--- src/rtl/handshake_fifo_buffer_if.sv ---
// Valid/ready channel pair for the elastic FIFO buffer: input token channel plus output token channel.
interface handshake_fifo_buffer_if #(
  parameter int unsigned DATA_WIDTH = 32
);
  logic [DATA_WIDTH-1:0] ins;
  logic                  ins_valid;
  logic                  ins_ready;
  logic [DATA_WIDTH-1:0] outs;
  logic                  outs_valid;
  logic                  outs_ready;

  modport master (
    output ins, ins_valid, outs_ready,
    input  ins_ready, outs, outs_valid
  );

  modport slave (
    input  ins, ins_valid, outs_ready,
    output ins_ready, outs, outs_valid
  );
endinterface

--- src/rtl/handshake_fifo_buffer.sv ---
// Elastic in-order FIFO on a valid/ready channel; ready/valid come from registered state only.
// Optional zero-latency empty bypass enabled by defining HANDSHAKE_FIFO_BYPASS_EN.
module handshake_fifo_buffer #(
  parameter int unsigned DATA_WIDTH = 32,
  parameter int unsigned DEPTH      = 4
) (
  input  logic                         clk,
  input  logic                         rst,
  handshake_fifo_buffer_if.slave       bus,
  output logic [$clog2(DEPTH+1)-1:0]   count
);

  localparam int unsigned PTR_W = (DEPTH > 1) ? $clog2(DEPTH) : 1;
  localparam int unsigned CNT_W = $clog2(DEPTH + 1);

  logic [DATA_WIDTH-1:0] mem [DEPTH];
  logic [PTR_W-1:0]      wp;
  logic [PTR_W-1:0]      rp;
  logic [CNT_W-1:0]      occ;

  logic                  empty;
  logic                  full;
  logic                  push;
  logic                  pop;
  logic                  ready_c;
  logic                  valid_c;
  logic [DATA_WIDTH-1:0] data_c;

  function automatic logic [PTR_W-1:0] next_ptr(input logic [PTR_W-1:0] p);
    return (p == PTR_W'(DEPTH - 1)) ? '0 : p + PTR_W'(1);
  endfunction

  assign empty   = (occ == '0);
  assign full    = (occ == CNT_W'(DEPTH));
  // Ready never looks at outs_ready, so a full buffer refuses even when popping.
  assign ready_c = rst && !full;

`ifdef HANDSHAKE_FIFO_BYPASS_EN
  // Empty buffer forwards the input token combinationally; it is stored only if not taken.
  assign valid_c = empty ? (rst && bus.ins_valid) : 1'b1;
  assign data_c  = !valid_c ? '0 : (empty ? bus.ins : mem[rp]);
  assign push    = bus.ins_valid && ready_c && !(empty && bus.outs_ready);
  assign pop     = !empty && bus.outs_ready;
`else
  assign valid_c = !empty;
  assign data_c  = empty ? '0 : mem[rp];
  assign push    = bus.ins_valid && ready_c;
  assign pop     = valid_c && bus.outs_ready;
`endif

  assign bus.ins_ready  = ready_c;
  assign bus.outs_valid = valid_c;
  assign bus.outs       = data_c;
  assign count          = occ;

  // Pointer and occupancy state; reset discards tokens without touching storage.
  always_ff @(posedge clk) begin
    if (!rst) begin
      wp  <= '0;
      rp  <= '0;
      occ <= '0;
    end else begin
      if (push) wp <= next_ptr(wp);
      if (pop)  rp <= next_ptr(rp);
      case ({push, pop})
        2'b10:   occ <= occ + CNT_W'(1);
        2'b01:   occ <= occ - CNT_W'(1);
        default: occ <= occ;
      endcase
    end
  end

  always_ff @(posedge clk) begin
    if (push) mem[wp] <= bus.ins;
  end

endmodule

--- src/flat_wrapper.sv ---
// flat-port wrapper written by rule: the top's interface ports become plain ports
module handshake_fifo_buffer_flat 
#(
  parameter int unsigned DATA_WIDTH = 32,
  parameter int unsigned DEPTH      = 4
)
  (clk, rst, count, bus_ins, bus_ins_valid, bus_outs_ready, bus_ins_ready, bus_outs, bus_outs_valid);
  handshake_fifo_buffer_if #(.DATA_WIDTH(DATA_WIDTH)) bus_i ();
  input  logic clk;
  input  logic rst;
  output logic [$clog2(DEPTH+1)-1:0] count;
  input wire logic [$bits(bus_i.ins)-1:0] bus_ins;
  input wire logic [$bits(bus_i.ins_valid)-1:0] bus_ins_valid;
  input wire logic [$bits(bus_i.outs_ready)-1:0] bus_outs_ready;
  output wire logic [$bits(bus_i.ins_ready)-1:0] bus_ins_ready;
  output wire logic [$bits(bus_i.outs)-1:0] bus_outs;
  output wire logic [$bits(bus_i.outs_valid)-1:0] bus_outs_valid;
  assign bus_i.ins = bus_ins;
  assign bus_i.ins_valid = bus_ins_valid;
  assign bus_i.outs_ready = bus_outs_ready;
  assign bus_ins_ready = bus_i.ins_ready;
  assign bus_outs = bus_i.outs;
  assign bus_outs_valid = bus_i.outs_valid;
  handshake_fifo_buffer #(.DATA_WIDTH(DATA_WIDTH), .DEPTH(DEPTH)) u_core (.clk(clk), .rst(rst), .bus(bus_i), .count(count));
endmodule
--- config.mk ---
export PLATFORM = sky130hd
export DESIGN_NAME = handshake_fifo_buffer_flat
export DESIGN_NICKNAME = d
export VERILOG_FILES = /design/src/rtl/handshake_fifo_buffer_if.sv /design/src/rtl/handshake_fifo_buffer.sv /design/src/flat_wrapper.sv
export SDC_FILE = /design/constraint.sdc
export NUM_CORES = 1
export LEC_CHECK = 0
export ABC_AREA = 1
export ABC_CLOCK_PERIOD_IN_PS = 4000
export CORE_UTILIZATION = 39
export CTS_CLUSTER_SIZE = 28
export DETAILED_ROUTE_END_ITERATION = 10
export GPL_TIMING_DRIVEN = 0
export PLACE_DENSITY = 0.6
export SYNTH_ARGS = -nofsm -noshare
export SYNTH_HDL_FRONTEND = slang
export SYNTH_SLANG_ARGS = --single-unit
--- constraint.sdc ---
create_clock -name clk -period 4 [get_ports clk]
set_clock_uncertainty 0.15 [all_clocks]
set_input_delay 0.4 -clock clk [delete_from_list [all_inputs] [get_ports clk]]
set_output_delay 0.4 -clock clk [all_outputs]
set_load 0.05 [all_outputs]
After elaboration in Yosys (flattened, before gate mapping)
Memories as Yosys holds them, arrays and structs flattened. A register that Yosys moved wholly into a read port is not among the register bits.
Index checks and enable logic that the tools add are counted.

storage, ports and cells
  memory bits (writable) = 128
  register bits = 7
  memories kept = 1

operators by class
  equality and inequality tests = 5
  reduce and logical (&&, ||, !) cells = 7
  add/sub/neg operators = 4
  mux-type cells = 8

memory list
  name        depth  width  read ports  clocked after Yosys merged registers in  wr ports  RTL line                     source
  u_core.mem  4      32     1           1                                        1         handshake_fifo_buffer.sv:16  logic [DATA_WIDTH-1:0] mem [DEPTH];

operators with widths
  kind                 number
  $mux 32              1
  $mux 2               4
  $eq 2x2->1 const B   3
  $pmux 3 s2           1
  $add 2x1->2 const B  2
  $add 3x1->3 const B  1
  $eq 3x3->1 const B   1
  $logic_and 1x1->1    3
  $logic_not 3->1      1
  $sub 3x1->3 const B  1
  $eq 2x1->1 const B   1
  $logic_not 1->1      2
  $mux 1               2
  $reduce_bool 2->1    1

Longest topological paths before layout
Gate-level depths: netlist of run 1.

  depth after elaboration = 6
  depth in mapped cells = 14
  gate-level depth less buffers = 13

Least setup slack after synthesis of run 1
No wires, ideal clock.

  path type = register to register
  from = reg u_core.occ[0], in the netlist u_core.count[0]
  to = mem u_core.mem[0][0] (enable)
  setup slack = 963 ps
  stages on the path, launching flop included = 5
  period minus slack after synthesis = 3,037 ps
  data required time = 3,429 ps
  library setup time = 421 ps
  data arrival time = 2,466 ps
  cell sequence = dfxtp_1 > nor2_1 > nand2_1 > nand3_1 > nor2_1

between the ends
  cells in the longest elaborated chain, start to end = 6

RTL lines
  what                          RTL line                     source
  start: declaration            handshake_fifo_buffer.sv:19  logic [CNT_W-1:0] occ;
  start signal: assignment      handshake_fifo_buffer.sv:66  2'b10: occ <= occ + CNT_W'(1);
  start signal: assignment      handshake_fifo_buffer.sv:67  2'b01: occ <= occ - CNT_W'(1);
  $eq 3x3->1                    handshake_fifo_buffer.sv:34  assign full = (occ == CNT_W'(DEPTH));
  $logic_not 1->1               handshake_fifo_buffer.sv:36  assign ready_c = rst && !full;
  $logic_and 1x1->1             handshake_fifo_buffer.sv:36
  $logic_and 1x1->1             handshake_fifo_buffer.sv:47  assign push = bus.ins_valid && ready_c;
  $mux 1                        handshake_fifo_buffer.sv:74  if (push) mem[wp] <= bus.ins;
  $mux 1 (implied by the code)  handshake_fifo_buffer.sv:74
  end: declaration              handshake_fifo_buffer.sv:16

Every way passes these cells.

==> impl_metrics.env, run 1 <==
export IMPL_critPathKind="flop to output pin"
export IMPL_leakagePower_nw=2.65
export IMPL_nNetsFinal=618
export IMPL_overflow=0
export IMPL_finalSetupViolCount=0
export IMPL_synth_seq_area_share=0.726
export IMPL_wirelength_um=11900
export IMPL_n_antenna_cell=0
export IMPL_max_slew_worst_pin_slew_ns=0.625
export IMPL_rows=43
export IMPL_drt_pass1_iterations=4
export IMPL_syn2layout_area_growth_pct=28.1
export IMPL_io_buffers=71
export IMPL_wl_per_cell_um=15.6
export IMPL_ys_seq_elements=137
export IMPL_synth_area_leader_cell="edfxtp_1"
export IMPL_critPathLaunchType="flop"
export IMPL_drive_above_1_share=0.0822
export IMPL_initial_core_util=0.399
export IMPL_holdWs_ns=0.155
export IMPL_fp_dieH_um=121
export IMPL_ys_top_cells_by_area="edfxtp_1, nand2_1, nor2_1"
export IMPL_routabilityCongestion=0.738
export IMPL_cts_root_buffer="clkbuf_16"
export IMPL_clk_latency_ns=0.41
export IMPL_max_slew_margin=0.582
export IMPL_final_common_cell="nand2_1"
export IMPL_endpoint_kind="output pin"
export IMPL_cts_buffers=17
export IMPL_hp_class="input pin to flop"
export IMPL_viasPerCell=4.80
export IMPL_syn_area_um2=5540
export IMPL_synthCells=481
export IMPL_clock_sinks=137
export IMPL_seqPwrFrac=0.321
export IMPL_rsz0062_at_grt="false"
export IMPL_switching_share=0.402
export IMPL_min_from="rst"
export IMPL_syn_avg_cell_area_um2=11.5
export IMPL_grt_max_degree=28
export IMPL_die_width_um=121
export IMPL_power_mw=5.35
export IMPL_hold_viol=0
export IMPL_peakVddDrop_mv=0.491
export IMPL_grt_pass1_vias=3667
export IMPL_max_freq_mhz=317
export IMPL_dp_final_hpwl_um=7310
export IMPL_path_clk_slew_ns=0.05
export IMPL_core_area_um2=13900
export IMPL_arrival_ns=2.61
export IMPL_syn_nets=524
export IMPL_ys_warn_count=0
export IMPL_required_ns=3.45
export IMPL_power_switching_mw=2.15
export IMPL_p_int_mw=3.20
export IMPL_timing_rr_start="u_core.count[0]"
export IMPL_clkPwrFrac=0.250
export IMPL_ant_nets=0
export IMPL_synth_top_cell_area_share=0.694
export IMPL_cts_hold_buffers=0
export IMPL_die_area_um2=14700
export IMPL_antenna_found_initial=0
export IMPL_finalCriticalPeriod_ns=3.16
export IMPL_power_density_nw_per_um2=754
export IMPL_vias=3668
export IMPL_max_cap_violations=0
export IMPL_htreeDepth=4
export IMPL_postCtsSetupBuffers=0
export IMPL_final_cell_mix="nand2_1, edfxtp_1, clkdlybuf4s50_1, nor2_1, a21oi_1"
export IMPL_cts_buffer_depth=2
export IMPL_first_iter_violations=249
export IMPL_status="finished clean"
export IMPL_num_io_pins=73
export IMPL_grtUsageTotal=0.176
export IMPL_fill_cells=1215
export IMPL_worst_path_max_fanout=10
export IMPL_fin_crit_sh=0.789
export IMPL_grt_pass1_wl_um=18600
export IMPL_setup_tns_ns=0
export IMPL_synthDistinctLibCells=22
export IMPL_pwr_share_comb=0.429
export IMPL_cts_resized=0
export IMPL_maxSlewViolCount=0
export IMPL_drc=0
export IMPL_cts_tree="done"
-- state kept, by name, summed over array words and instances, names as in the netlist, named ones only --
signal	cells
u_core.count	3
u_core.mem	128
u_core.wp	2
u_core.rp	2
-- cells in the mapped netlist, drive strengths merged --
cell type / instances
ha: 6
nand4: 2
buf: 15
a21boi: 1
nand2: 143
nand3b: 1
fa: 1
inv: 19
edfxtp: 128
dfxtp: 9
a21oi: 36
nand3: 4
or2: 1
nor2: 73
o21ai: 34
clkbuf: 8
-- final timing paths --
path / endpoint / slack (ns) / cells past startpoint
worst max-delay path: bus_outs[31] / 0.84 / 5
worst min-delay path: u_core.count[2] / 0.15 / 3
worst max register to register: u_core.count[2] / 1.69 / 11
worst min register to register: flop / 0.40 / 2
-- final cells by class --
type                    instances  area (um2)  share of cell area
inverters                      19        71.3              0.0100
repair buffers                 75         806               0.114
clock inverters                 7        56.3             0.00793
well taps                     180         225              0.0317
clock buffers                  21         440              0.0620
plain buffers                  23         133              0.0187
multi-input cells             302        1340               0.189
flip-flops and latches        137        4020               0.567
-- worst max-delay path: stages, from the launching register on --
cell	delay, ns
dfxtp_1	0.32
inv_2	0.15
clkbuf_1	0.46
o21ai_0	0.21
a21oi_1	0.22
clkdlybuf4s50_1	0.84
-- power by group through the flow --
| stage | registers, mW | logic (mW) | clock network (mW) |
|---|---|---|---|
| 3_3_place_gp | 1.75 | 2.27 | 0 |
| 3_5_place_dp | 1.75 | 2.31 | 0 |
| 5_1_grt | 1.73 | 2.46 | 1.41 |
| 6_report | 1.72 | 2.30 | 1.34 |
| 2_1_floorplan | 1.78 | 1.48 | 0 |
| 4_1_cts | 1.72 | 2.32 | 1.36 |
-- metrics by stage --
stage               cells  area [um2]  setup WS (ns)   util
floorplan             481        5540          0.963      -
detailed placement    736        6600           1.23  0.476
CTS                   764        7100          0.765  0.511
global placement      732        6480         -0.301  0.467
global route          764        7100          0.674  0.511
finish                764        7100          0.843  0.511
-- cell families after synthesis --
family,Yosys count,synth area share
adder cells (fa/ha/maj),7,0.0172
buffers and inverters,42,0.0368
flip-flops,137,0.726
AO/OA/AOI/OAI,71,0.0646
AND/OR/NAND/NOR,224,0.155
-- routing by layer --
| layer | wire length (um) | global-route usage |
|---|---|---|
| met1 | 5090 | 0.209 |
| met2 | 5840 | 0.301 |
| met3 | 794 | 0.0479 |
| met4 | 178 | 0.0725 |
| met5 | 0 | 0 |
Power figures use the tool's default switching activity.
==> inputs of run 2 (changes only) <==
- ABC_CLOCK_PERIOD_IN_PS: 4000 -> 3150
- clock period: 4 -> 3.15 ns (I/O delays scaled with it)
==> run 2 against run 1 <==
Compared with the run above: utilization about the same; sequential power increased by 27%; die area unchanged; wire length decreased by 0.16%; cell area about the same; critical path depth unchanged; worst hold slack got worse by 0.082 ns; largest power group unchanged.
==> impl_metrics.env, run 2 (synthesized netlist as in run 1, its figures left out) <==
export IMPL_max_cap_violations=0
export IMPL_worstPathCellList="inv_2 -> clkbuf_1 -> nand2_1 -> a21oi_1 -> clkdlybuf4s50_1"
export IMPL_drc=0
export IMPL_endpoint_kind="output pin"
export IMPL_viasPerCell=4.76
export IMPL_cts_root_buffer="clkbuf_16"
export IMPL_grt_pass1_wl_um=18600
export IMPL_top_register="u_core.mem"
export IMPL_cp_num_buf_inv=3
export IMPL_fp_dieH_um=121
export IMPL_arrival_ns=2.55
export IMPL_final_cell_mix="nand2_1, edfxtp_1, clkdlybuf4s50_1, nor2_1, a21oi_1"
export IMPL_leakagePower_nw=2.66
export IMPL_path_clk_slew_ns=0.05
export IMPL_drt_pass1_iterations=4
export IMPL_rows=43
export IMPL_wl_per_cell_um=15.6
export IMPL_finalSetupViolCount=0
export IMPL_worstSetupPathDepth=5
export IMPL_grtUsageTotal=0.176
export IMPL_max_slew_worst_pin_slew_ns=0.620
export IMPL_num_io_pins=73
export IMPL_hp_class="input pin to flop"
export IMPL_ant_nets=0
export IMPL_max_slew_margin=0.586
export IMPL_power_switching_mw=2.73
export IMPL_switching_share=0.401
export IMPL_grt_max_degree=28
export IMPL_overflow=0
export IMPL_cts_tree="done"
export IMPL_worst_path_max_fanout=10
export IMPL_initial_core_util=0.399
export IMPL_finalCriticalPeriod_ns=3.02
export IMPL_syn2layout_area_growth_pct=28.2
export IMPL_first_iter_violations=215
export IMPL_pwr_share_comb=0.429
export IMPL_holdWs_ns=0.0728
export IMPL_seqPwrFrac=0.321
export IMPL_maxSlewViolCount=0
export IMPL_die_area_um2=14700
export IMPL_rsz0062_at_grt="false"
export IMPL_critPathLaunchType="flop"
export IMPL_cts_hold_buffers=0
export IMPL_wirelength_um=11900
export IMPL_htreeDepth=4
export IMPL_peakVddDrop_mv=0.622
export IMPL_core_area_um2=13900
export IMPL_setup_tns_ns=0
export IMPL_p_int_mw=4.07
export IMPL_hold_depth=3
export IMPL_die_width_um=121
export IMPL_critical_path_top_delay_family="buffers and inverters"
export IMPL_fin_crit_sh=0.958
export IMPL_vias=3635
export IMPL_clock_sinks=137
export IMPL_power_density_nw_per_um2=957
export IMPL_critPathKind="flop to output pin"
export IMPL_cts_buffers=17
export IMPL_status="finished clean"
export IMPL_slowest_delay_ns=0.85
export IMPL_clkPwrFrac=0.250
export IMPL_antenna_found_initial=0
export IMPL_clk_latency_ns=0.41
export IMPL_postCtsSetupBuffers=0
export IMPL_largest_register_ffs=128
export IMPL_required_ns=2.68
export IMPL_fill_cells=1216
export IMPL_io_buffers=71
export IMPL_hold_viol=0
export IMPL_nNetsFinal=618
export IMPL_dp_final_hpwl_um=7310
export IMPL_routabilityCongestion=0.738
export IMPL_drive_above_1_share=0.0873
export IMPL_cts_buffer_depth=2
export IMPL_final_common_cell="nand2_1"
export IMPL_grt_pass1_vias=3667
export IMPL_cp_slowest_cell="clkdlybuf4s50_1"
export IMPL_max_freq_mhz=331
export IMPL_reg2reg_depth=11
export IMPL_n_antenna_cell=0
run 2: final timing paths:
kind / start / endpoint / slack (ns)
min reg2reg: u_core.rp[1] / flop / 0.39
min: rst / u_core.count[2] / 0.07
max reg2reg: u_core.count[0] / u_core.count[2] / 0.84
max: flop / bus_outs[25] / 0.13
run 2: per-stage QoR:
stage / util / setup WS [ns] / power (mW) / cell area (um2) / std cells
after floorplan: - / 0.113 / 4.14 / 5540 / 481
after CTS: 0.511 / 0.000417 / 6.86 / 7100 / 764
after global routing: 0.512 / 0.00764 / 7.12 / 7100 / 764
final: 0.512 / 0.131 / 6.80 / 7100 / 764
after global placement: 0.467 / -1.07 / 5.10 / 6480 / 732
after detailed placement: 0.476 / 0.460 / 5.15 / 6600 / 736
run 2: layout make-up:
class / instances / area [um2] / area share
buffer: 23 / 136 / 0.0192
clock buffer: 21 / 440 / 0.0620
clock inverter: 7 / 56.3 / 0.00793
inverter: 19 / 71.3 / 0.0100
multi-input combinational: 302 / 1340 / 0.189
sequential: 137 / 4020 / 0.567
tap: 180 / 225 / 0.0317
timing repair buffer: 75 / 806 / 0.113
run 2: metal layers:
| layer | vias up | wire length, um | GRT usage |
|---|---|---|---|
| met5 | - | 0 | 0 |
| met4 | 0 | 101 | 0.0725 |
| met1 | 1696 | 5200 | 0.209 |
| met2 | 109 | 5880 | 0.301 |
| met3 | 12 | 703 | 0.0479 |
| li1 | 1818 | - | - |
run 2: worst register-to-register path, delay by kind of cell, from the launching register on:
kind / cells / cell delay, ns
buffers and inverters: 2 / 0.10
flip-flops: 1 / 0.33
AND/OR/NAND/NOR: 7 / 1.04
adder cells (fa/ha/maj): 2 / 0.64
run 2: timing repair:
item / 4_1_cts / 5_1_grt
endpoints found under the hold margin: 0 / 0
setup endpoints to repair: 0 / 7
gates resized for setup: 0 / 6
run 2: power by group through the flow:
stage | sequential (mW) | combinational, mW | clock (mW)
final | 2.18 | 2.92 | 1.70
after CTS | 2.18 | 2.95 | 1.73
after floorplan | 2.26 | 1.88 | 0
after global routing | 2.20 | 3.13 | 1.79
after global placement | 2.22 | 2.88 | 0
after detailed placement | 2.22 | 2.93 | 0
